## src/rtl/sdrx_block.sv

```systemverilog
// SD data-line receive framer: start-bit hunt, 1/4/8-lane byte assembly into 32-bit words,
// per-lane CRC16 residual check, end-bit check and start-bit timeout.
module sdrx_block #(
  parameter int LGLEN     = 15,
  parameter int NUMIO     = 8,
  parameter int LGTIMEOUT = 23
) (
  input  logic                 i_clk,
  input  logic                 i_reset_n,
  input  logic                 i_en,
  input  logic [1:0]           i_width,
  input  logic [LGLEN-1:0]     i_length,
  input  logic [LGTIMEOUT-1:0] i_timeout,
  input  logic                 i_stb,
  input  logic [NUMIO-1:0]     i_data,
  output logic                 o_busy,
  output logic                 o_valid,
  output logic [31:0]          o_data,
  output logic                 o_last,
  output logic                 o_done,
  output logic                 o_err,
  output logic                 o_timeout
);

  typedef enum logic [2:0] {S_IDLE, S_WAIT, S_DATA, S_CRC, S_END, S_DONE} state_t;

  state_t               state, state_d;
  logic [1:0]           wsel, wsel_in;
  logic [LGLEN-1:0]     len, bytes, bytes_inc;
  logic [2:0]           bpos, bstep;
  logic [7:0]           sreg, byte_next, dpad, mask;
  logic [31:0]          word, word_next;
  logic [3:0]           ccnt;
  logic [LGTIMEOUT-1:0] tcnt;
  logic [15:0]          crc [8];
  logic                 byte_done, last_byte, start_bit, end_ok, crc_bad, emit;
  logic                 done_err, done_tmo;

  // Requested width clamped to the lanes physically present
  always_comb begin
    wsel_in = 2'd0;
    if (i_width == 2'd2 && NUMIO >= 8)
      wsel_in = 2'd2;
    else if ((i_width == 2'd1 || i_width == 2'd2) && NUMIO >= 4)
      wsel_in = 2'd1;
  end

  always_comb begin
    dpad = '0;
    dpad[NUMIO-1:0] = i_data;
  end

  always_comb begin
    unique case (wsel)
      2'd1:    begin mask = 8'h0F; byte_next = {sreg[3:0], dpad[3:0]};   bstep = 3'd4; end
      2'd2:    begin mask = 8'hFF; byte_next = dpad;                     bstep = 3'd0; end
      default: begin mask = 8'h01; byte_next = {sreg[6:0], dpad[0]};     bstep = 3'd1; end
    endcase
  end

  assign byte_done = (wsel == 2'd2) || (wsel == 2'd1 && bpos == 3'd4) || (wsel == 2'd0 && bpos == 3'd7);
  assign bytes_inc = bytes + LGLEN'(1);
  assign last_byte = (bytes_inc == len);
  // Bytes land at their final lane of the word, so a short final word is already left-justified
  assign word_next = word | ({byte_next, 24'h0} >> {bytes[1:0], 3'b000});
  assign start_bit = i_stb && ((dpad & mask) == 8'h00);
  assign end_ok    = ((dpad | ~mask) == 8'hFF);
  assign emit      = (state == S_DATA) && i_en && i_stb && byte_done && (last_byte || bytes_inc[1:0] == 2'b00);

  always_comb begin
    crc_bad = 1'b0;
    for (int unsigned i = 0; i < 8; i++)
      if (mask[i] && crc[i] != 16'h0000) crc_bad = 1'b1;
  end

  always_comb begin
    state_d  = state;
    done_err = 1'b0;
    done_tmo = 1'b0;
    unique case (state)
      S_IDLE: if (i_en) state_d = S_WAIT;
      S_WAIT: begin
        if (!i_en)
          state_d = S_IDLE;
        else if (start_bit)
          state_d = (len == '0) ? S_CRC : S_DATA;
        else if (i_timeout != '0 && tcnt == i_timeout - LGTIMEOUT'(1)) begin
          state_d  = S_DONE;
          done_err = 1'b1;
          done_tmo = 1'b1;
        end
      end
      S_DATA: begin
        if (!i_en) state_d = S_IDLE;
        else if (i_stb && byte_done && last_byte) state_d = S_CRC;
      end
      S_CRC: begin
        if (!i_en) state_d = S_IDLE;
        else if (i_stb && ccnt == 4'd15) state_d = S_END;
      end
      S_END: begin
        if (!i_en) state_d = S_IDLE;
        else if (i_stb) begin
          state_d  = S_DONE;
          done_err = crc_bad | ~end_ok;
        end
      end
      default: state_d = S_IDLE;
    endcase
  end

  always_ff @(posedge i_clk or negedge i_reset_n) begin
    if (!i_reset_n) state <= S_IDLE;
    else            state <= state_d;
  end

  assign o_busy = (state != S_IDLE);

  always_ff @(posedge i_clk or negedge i_reset_n) begin
    if (!i_reset_n) begin
      wsel <= '0; len <= '0; bytes <= '0; bpos <= '0; sreg <= '0;
      word <= '0; ccnt <= '0; tcnt <= '0;
      for (int unsigned i = 0; i < 8; i++) crc[i] <= '0;
      o_valid <= 1'b0; o_data <= '0; o_last <= 1'b0;
      o_done <= 1'b0; o_err <= 1'b0; o_timeout <= 1'b0;
    end else begin
      o_valid   <= 1'b0;
      o_last    <= 1'b0;
      o_done    <= 1'b0;
      o_err     <= 1'b0;
      o_timeout <= 1'b0;
      if (state == S_IDLE && state_d == S_WAIT) begin
        wsel <= wsel_in; len <= i_length;
        bytes <= '0; bpos <= '0; sreg <= '0; word <= '0; ccnt <= '0; tcnt <= '0;
        for (int unsigned i = 0; i < 8; i++) crc[i] <= '0;
      end
      if (state == S_WAIT && tcnt != '1)
        tcnt <= tcnt + LGTIMEOUT'(1);
      if ((state == S_DATA || state == S_CRC) && i_en && i_stb)
        for (int unsigned i = 0; i < 8; i++)
          crc[i] <= {crc[i][14:0], 1'b0} ^ ((crc[i][15] ^ dpad[i]) ? 16'h1021 : 16'h0000);
      if (state == S_DATA && i_en && i_stb) begin
        sreg <= byte_next;
        bpos <= bpos + bstep;
        if (byte_done) begin
          bytes <= bytes_inc;
          word  <= emit ? '0 : word_next;
        end
      end
      if (emit) begin
        o_valid <= 1'b1;
        o_data  <= word_next;
        o_last  <= last_byte;
      end
      if (state == S_CRC && i_en && i_stb)
        ccnt <= ccnt + 4'd1;
      if (state_d == S_DONE && state != S_DONE) begin
        o_done    <= 1'b1;
        o_err     <= done_err;
        o_timeout <= done_tmo;
      end
    end
  end

endmodule

```

## config.mk

```make
export PLATFORM = sky130hd
export DESIGN_NAME = sdrx_block
export DESIGN_NICKNAME = d
export VERILOG_FILES = /design/src/rtl/sdrx_block.sv
export SDC_FILE = /design/constraint.sdc
export NUM_CORES = 1
export LEC_CHECK = 0
export ABC_AREA = 1
export BUFFER_PORTS_ARGS = -buffer_cell sky130_fd_sc_hd__buf_2
export CORE_UTILIZATION = 35
export CTS_CLUSTER_DIAMETER = 80
export DETAILED_ROUTE_END_ITERATION = 16
export PLACE_DENSITY = 0.48
export SKIP_LAST_GASP = 1
export SYNTH_ARGS = -nofsm -noshare
export SYNTH_HDL_FRONTEND = slang
export SYNTH_SLANG_ARGS = --single-unit
```

## constraint.sdc

```tcl
create_clock -name i_clk -period 5.65 [get_ports i_clk]
set_input_delay 0.2825 -clock i_clk [delete_from_list [all_inputs] [get_ports i_clk]]
set_output_delay 0.2825 -clock i_clk [all_outputs]
set_load 0.005 [all_outputs]
```

==> reports/qor.yml, run 1 <==
run_status: "completed"
power.ir.vdd_worst_v: 0.000232
hold_violations: 0
crit_path_max_fanout: 65
swShare_pct: 34.9
effective_utilization_at_floorplan_pct: 35.7
yosysSeqAreaShare_pct: 49.8
clock_tree.htree_level_count: 1
chipWidth_um: 199
fin_crit_sh_pct: 72.4
drt.antenna.violating_nets: 0
firstDrtPassIters: 6
arithmetic_cell_share_of_the_synthesized_area_counting_full_adders_half_adders_and_majority_gates_pct: 0.925
ys_warn_count: 0
routabilityCongestion: 0.854
area_delta_synth_final_pct: 15.1
yosys_register_bits: 269
p_switching_mw: 1.92
drt-wirelength-per-cell_um: 15.2
synth_nets: 1749
yosys.area_share.xor_xnor_pct: 3.12
die-area_mm2: 0.0394
clockBufferDepth: 3
layout_commonest_cell: "sky130_fd_sc_hd__nand2_1"
grt.overflow.total: 0
worst-endpoint-required_ns: 6.08
fp.coreArea_mm2: 0.0378
die_height_um: 199
drt_iter0_drc: 675
routed-via-count: 11400
synth_mux_area_share_pct: 0
avgViaCountPerCell: 4.96
finalSetupTns_ns: 0
crit_path_end_kind: "flop"
rsz0062_at_grt: "no"
synth-simple-area-share_pct: 22.6
p_leak_nw: 7.35
finish.net_count: 1829
layout.core_utilization_pct: 41.1
gr-usage-all-layers_pct: 18.1
place.detailed.hpwl_mm: 23.7
count_of_final_max_slew_check_failures: 0
setup.worst_path.start_class: "flop"
cp.arrival_ns: 4.52
layout_common_cells: "sky130_fd_sc_hd__nand2_1 (352), sky130_fd_sc_hd__inv_1 (291), sky130_fd_sc_hd__dfrtp_1 (269)"
fmax_mhz: 245
multi_input_comb_area_mm2: 0.00540
internal_power_mw: 3.57
std_cell_rows: 71
worst_pin_slew_ns: 1.21
setup_viol: 0
fin_crit_ns: 4.09
synthesis.area_mm2: 0.0135
antenna_found_initial: 1
tritoncts: "built"
critPathKind: "flop to flop"
power.share.sequential_pct: 39.3
holdCritPathClass: "input port to flop"
postSynthCellCount: 1687
synth-compound-area-share_pct: 13.2
post_cts.resized_instances: 0
root_buffer: "sky130_fd_sc_hd__clkbuf_16"
share_comb_of_total_power_pct: 25.5
synth.lib_cells_used.distinct: 38
route.final.wire_length_mm: 35.0
global_route_wire_length_before_repair_mm: 57.9
grt_pass1_vias: 11100
slew_headroom_pct: 19.3
synth_top_family_by_area: "simple AND/OR/NAND/NOR gates"
cts.clk_slew.worst_paths_ns: 0.06
synth.avg_cell_area_um2: 8.02
remaining_drc_errors: 0
post-layout-total-power_mw: 5.49
clock_power_share_pct: 35.2
seqCellArea_mm2: 0.00673
clock-skew-final_ns: 0.0252
ioPinCount: 90
cts_buffers: 31
maximum_number_of_pins_on_one_net_before_global_route_repair: 160
power_per_cell_area_mw_per_mm2: 353
num-fill-cells: 3940
fraction_of_layout_instances_using_a_drive_strength_above_1_pct: 8.90
cap_violations: 0
clock_latency_ns: 0.57
cts.sinks: 269
numPortBuffers: 89
[registers in the layout, indices dropped and copies added (netlist names), 2 cells and up]
signal  cells
crc       128
o_data     32
word       32
tcnt       23
bytes      15
len        15
sreg        7
ccnt        4
bpos        3
state       3
wsel        2
[layout make-up]
type	count	share of cell area, %
clock inverter	5	0.362
inverter	296	7.14
sequential	269	43.3
clock buffer	47	5.89
tap	511	4.11
antenna	2	0.0322
timing repair buffer	114	4.50
multi-input combinational	1055	34.7
[worst max-delay path: stages, from the launching register on]
cell	delay, ns
sky130_fd_sc_hd__dfrtp_1	0.74
sky130_fd_sc_hd__ha_1	0.37
sky130_fd_sc_hd__nand3_2	0.14
sky130_fd_sc_hd__nor2_4	0.20
sky130_fd_sc_hd__nand2_1	0.10
sky130_fd_sc_hd__and2_1	0.18
sky130_fd_sc_hd__nor2_1	0.15
sky130_fd_sc_hd__nor2_1	0.07
sky130_fd_sc_hd__nand3_1	0.06
sky130_fd_sc_hd__nor2_1	0.05
sky130_fd_sc_hd__nand2_2	0.54
sky130_fd_sc_hd__nand2_2	0.90
sky130_fd_sc_hd__o22ai_1	0.40
[synthesized netlist by cell type]
master | instances | area share (%)
sky130_fd_sc_hd__inv_2 | 3 | 0.083
sky130_fd_sc_hd__nor4_1 | 20 | 0.93
sky130_fd_sc_hd__o31ai_1 | 3 | 0.17
sky130_fd_sc_hd__nand2_4 | 1 | 0.083
sky130_fd_sc_hd__buf_4 | 3 | 0.17
sky130_fd_sc_hd__nand2_2 | 5 | 0.23
sky130_fd_sc_hd__ha_1 | 10 | 0.93
sky130_fd_sc_hd__nor3_4 | 1 | 0.12
sky130_fd_sc_hd__o211ai_1 | 1 | 0.056
sky130_fd_sc_hd__nor2_4 | 2 | 0.17
sky130_fd_sc_hd__o22ai_1 | 175 | 8.1
sky130_fd_sc_hd__a21oi_1 | 12 | 0.44
sky130_fd_sc_hd__nor2_1 | 113 | 3.1
sky130_fd_sc_hd__buf_2 | 8 | 0.30
sky130_fd_sc_hd__nor3_1 | 21 | 0.78
sky130_fd_sc_hd__nor2_2 | 3 | 0.14
sky130_fd_sc_hd__buf_1 | 7 | 0.19
sky130_fd_sc_hd__xnor2_1 | 13 | 0.84
sky130_fd_sc_hd__o21bai_1 | 1 | 0.056
sky130_fd_sc_hd__and2_1 | 2 | 0.093
sky130_fd_sc_hd__buf_6 | 3 | 0.25
sky130_fd_sc_hd__nand3b_1 | 5 | 0.28
sky130_fd_sc_hd__o32ai_1 | 4 | 0.26
sky130_fd_sc_hd__inv_1 | 292 | 8.1
sky130_fd_sc_hd__o21a_1 | 1 | 0.056
sky130_fd_sc_hd__nand4_1 | 54 | 2.5
sky130_fd_sc_hd__and3_1 | 1 | 0.046
sky130_fd_sc_hd__clkbuf_1 | 46 | 1.3
sky130_fd_sc_hd__dfrtp_1 | 269 | 50
sky130_fd_sc_hd__nand3_1 | 112 | 4.1
sky130_fd_sc_hd__clkinv_1 | 1 | 0.028
sky130_fd_sc_hd__o221ai_1 | 3 | 0.19
sky130_fd_sc_hd__or2_2 | 1 | 0.046
sky130_fd_sc_hd__nand2_1 | 353 | 9.8
sky130_fd_sc_hd__xor2_1 | 30 | 1.9
sky130_fd_sc_hd__xnor3_1 | 2 | 0.33
sky130_fd_sc_hd__nand3_2 | 1 | 0.074
sky130_fd_sc_hd__o21ai_0 | 105 | 3.9
[power by group through the flow]
| stage | combinational [mW] | clock [mW] | sequential, mW |
|---|---|---|---|
| 6_report | 1.40 | 1.93 | 2.16 |
| 5_1_grt | 1.58 | 2.06 | 2.17 |
| 4_1_cts | 1.42 | 1.99 | 2.15 |
| 3_5_place_dp | 1.40 | 0 | 2.19 |
| 3_3_place_gp | 1.41 | 0 | 2.19 |
| 2_1_floorplan | 0.973 | 0 | 2.15 |
[worst paths after layout]
kind,from,to,slack (ns),cells past startpoint
worst max-delay path,bytes[1],word[1],1.56,12
worst min-delay path,i_width[0],wsel[1],0.09,4
worst max register to register,bytes[1],word[1],1.56,12
worst min register to register,ccnt[0],ccnt[0],0.50,1
max in group asynchronous,i_reset_n,crc[93],3.92,3
min in group asynchronous,i_reset_n,o_data[13],0.34,2
[what timing repair did]
action	4_1_cts	5_1_grt
endpoints found under the setup margin	0	0
buffers inserted	0	0
hold buffers	18	0
endpoints found under the hold margin	127	0
[per-stage QoR]
step | cells | cell area [µm²] | worst slack (ns) | hold WS (ns)
floorplan | 1687 | 13500 | 3.56 | -0.0131
global placement | 2227 | 14400 | 1.70 | 0.419
detailed placement | 2227 | 14400 | 1.58 | 0.408
CTS | 2297 | 15600 | 1.52 | 0.0564
global route | 2298 | 15600 | 1.10 | 0.119
finish | 2299 | 15600 | 1.56 | 0.0919
[cells by family (layout without fill, tap and decap cells)]
| logic type | after synthesis | count (layout) |
|---|---|---|
| buffers and inverters | 363 | 462 |
| adders and majority gates | 10 | 10 |
| DFF | 269 | 269 |
| AOI/OAI and AO/OA | 305 | 305 |
| other | 0 | 2 |
| and+or+nand+nor | 695 | 695 |
| xor gates and xnor gates | 45 | 45 |
[per-layer routing]
layer	global-route usage [%]	share of wire [%]	vias to the layer above
met5	0	0	-
met4	4.42	2.2	0
met3	2.03	3.8	50
met2	28.4	44	211
met1	26.6	50	5400
li1	-	-	5752
Note: power is estimated with default switching activity, not from simulation.
==> run 2: changes to the inputs <==
- PLACE_DENSITY: 0.48 -> 0.5
- clock period: 5.65 -> 3.5 ns (I/O delays scaled with it)
==> reports/qor.yml, run 2 (same netlist as run 1, synthesis figures left out) <==
remaining_drc_errors: 0  # unchanged
drt.antenna.violating_nets: 0  # unchanged
firstDrtPassIters: 5  # -1
holdCritPathClass: "input port to flop"
crit_path_end_kind: "flop"
clock_tree.htree_level_count: 2  # +1
post_cts.resized_instances: 0  # unchanged
worst-endpoint-required_ns: 3.90  # -2.18 ns
holdBufCountCts: 19  # +1
layout_common_cells: "sky130_fd_sc_hd__nand2_1 (352), sky130_fd_sc_hd__inv_1 (292), sky130_fd_sc_hd__dfrtp_1 (269)"
layout_commonest_cell: "sky130_fd_sc_hd__nand2_1"
clock-skew-final_ns: 0.0277  # +0.00251 ns
fmax_mhz: 363  # +48%
regMostFlops: "crc"
tritoncts: "built"
cts.clk_slew.worst_paths_ns: 0.06  # about the same
critical_path_s_slowest_cell: "sky130_fd_sc_hd__dfrtp_1"
rsz0062_at_grt: "no"
share_comb_of_total_power_pct: 24.6  # -0.9 points
numPortBuffers: 89  # unchanged
maximum_number_of_pins_on_one_net_before_global_route_repair: 133  # -17%
drt-wirelength-per-cell_um: 15.1  # -1.2%
grt.overflow.total: 0  # unchanged
place.detailed.hpwl_mm: 24.1  # +1.5%
fin_crit_ns: 2.76  # -1.33 ns
placed_cells_incl_taps: 2241  # +0.63%
timing.critical_path.cells: "ha_1 > nand3_2 > nor2_4 > nand2_1 > nand2_1 > nand2_1 > nand2_1 > nand2_1 > nor2_1 > nand2_1 > nor2_1 > nand2_2 > nand2_2 > buf_4 > o22ai_1"
grt_pass1_vias: 11200  # +0.81%
swShare_pct: 33.6  # -1.3 points
routabilityCongestion: 0.874  # +2.4%
cts_setup_buffers: 0  # unchanged
multi_input_comb_area_mm2: 0.00540  # unchanged
crit_path_max_fanout: 37  # -43%
root_buffer: "sky130_fd_sc_hd__clkbuf_16"
fin_crit_sh_pct: 78.8  # +6.5 points
internal_power_mw: 6.27  # +75%
slew_headroom_pct: 29.6  # +10 points
setup.worst_path.start_class: "flop"
clockBufferDepth: 3  # unchanged
drt_iter0_drc: 820  # +21%
dpl-instance-area_mm2: 0.0145  # +0.90%
avgViaCountPerCell: 4.95  # -0.25%
cp_num_buf_inv: 1  # +1
cts.sinks: 269  # unchanged
cts_buffers: 34  # +9.7%
worst_pin_slew_ns: 1.06  # -0.151 ns
flip_flop_count_of_the_largest_register_all_copies_and_words_added: 128  # unchanged
ioPinCount: 90  # unchanged
route.final.wire_length_mm: 35.0  # -0.25%
finalSetupTns_ns: 0  # unchanged
clock_power_share_pct: 38.6  # +3.4 points
hold_violations: 0  # unchanged
reg_top3: "crc x128, o_data x32, word x32"
power.share.sequential_pct: 36.8  # -2.5 points
seqCellArea_mm2: 0.00673  # unchanged
timing.hold.ws_ns: 0.0199  # -0.0720 ns
chipWidth_um: 199  # unchanged
cap_violations: 0  # unchanged
cp.arrival_ns: 3.16  # -1.36 ns
power.ir.vdd_worst_v: 0.000342  # +47%
num-fill-cells: 3880  # -1.5%
global_route_wire_length_before_repair_mm: 57.8  # -0.12%
p_leak_nw: 7.53  # +2.5%
die_height_um: 199  # unchanged
clock_latency_ns: 0.54  # -0.03 ns
die-area_mm2: 0.0394  # unchanged
timing.critical_path.max_delay_family: "simple AND/OR/NAND/NOR gates"
antenna_found_initial: 1  # unchanged
fraction_of_layout_instances_using_a_drive_strength_above_1_pct: 9.90  # +1.0 points
area_delta_synth_final_pct: 17.6
routed-via-count: 11500  # +0.67%
gr-usage-all-layers_pct: 18.2  # +0.10 points
fp.coreArea_mm2: 0.0378  # unchanged
power_per_cell_area_mw_per_mm2: 594  # +68%
timing.critical_path.mode_cell: "sky130_fd_sc_hd__nand2_1"
run_status: "completed"
count_of_final_max_slew_check_failures: 0  # unchanged
critPathMaxStageDelay_ns: 0.60  # -0.30 ns
final-instance-count-excl-fill: 2320  # +0.91%
critPathKind: "flop to flop"
post-layout-total-power_mw: 9.44  # +72%
p_switching_mw: 3.17  # +65%
setup_viol: 0  # unchanged
effective_utilization_at_floorplan_pct: 35.7  # unchanged
finish.net_count: 1847  # +0.98%
std_cell_rows: 71  # unchanged
postLayoutCellArea_mm2: 0.0159  # +2.2%
[run 2: metal layers]
metal | vias up | share of wire (%) | GRT usage, %
met4 | 0 | 1.8 | 5.19
met1 | 5477 | 49 | 26.1
met5 | - | 0 | 0
met3 | 47 | 4.0 | 3.37
met2 | 191 | 45 | 27.9
li1 | 5774 | - | -
[run 2: stage by stage]
| step | worst slack [ns] | utilization [%] |
|---|---|---|
| floorplan | 1.41 | - |
| global placement | 0.811 | 38.4 |
| finish | 0.741 | 42.0 |
| CTS | 0.746 | 42.0 |
| global route | 0.388 | 42.0 |
| detailed placement | 0.759 | 38.4 |
[run 2: final cells by class]
| cell class | count | area share (%) |
|---|---|---|
| Timing Repair Buffer | 129 | 5.29 |
| Inverter | 296 | 6.99 |
| Multi-Input combinational cell | 1055 | 34.0 |
| Sequential cell | 269 | 42.3 |
| Clock buffer | 51 | 6.33 |
| Clock inverter | 8 | 1.05 |
| Tap cell | 511 | 4.02 |
| Antenna cell | 1 | 0.0157 |
[run 2: final timing paths]
| check | cells past startpoint | slack [ns] | startpoint | to |
|---|---|---|---|---|
| worst min-delay path | 3 | 0.02 | i_data[0] | sreg[0] |
| worst max-delay path | 15 | 0.74 | bytes[0] | word[11] |
| worst min register to register | 2 | 0.50 | o_data[16] | o_data[16] |
| max in group asynchronous | 3 | 2.20 | i_reset_n | crc[72] |
| min in group asynchronous | 2 | 0.33 | i_reset_n | o_data[13] |
| worst max register to register | 15 | 0.74 | bytes[0] | word[11] |
[run 2: power by group through the flow]
| stage | clock, mW | sequential, mW | combinational (mW) |
|---|---|---|---|
| floorplan | 0 | 3.47 | 1.57 |
| detailed placement | 0 | 3.53 | 2.29 |
| finish | 3.64 | 3.47 | 2.32 |
| CTS | 3.76 | 3.47 | 2.33 |
| global placement | 0 | 3.52 | 2.30 |
| global route | 3.87 | 3.50 | 2.59 |
[run 2: tightest hold or removal path, stage by stage]
cell                      delay [ns]
sky130_fd_sc_hd__buf_2          0.15
sky130_fd_sc_hd__inv_1          0.08
sky130_fd_sc_hd__o22ai_1        0.08
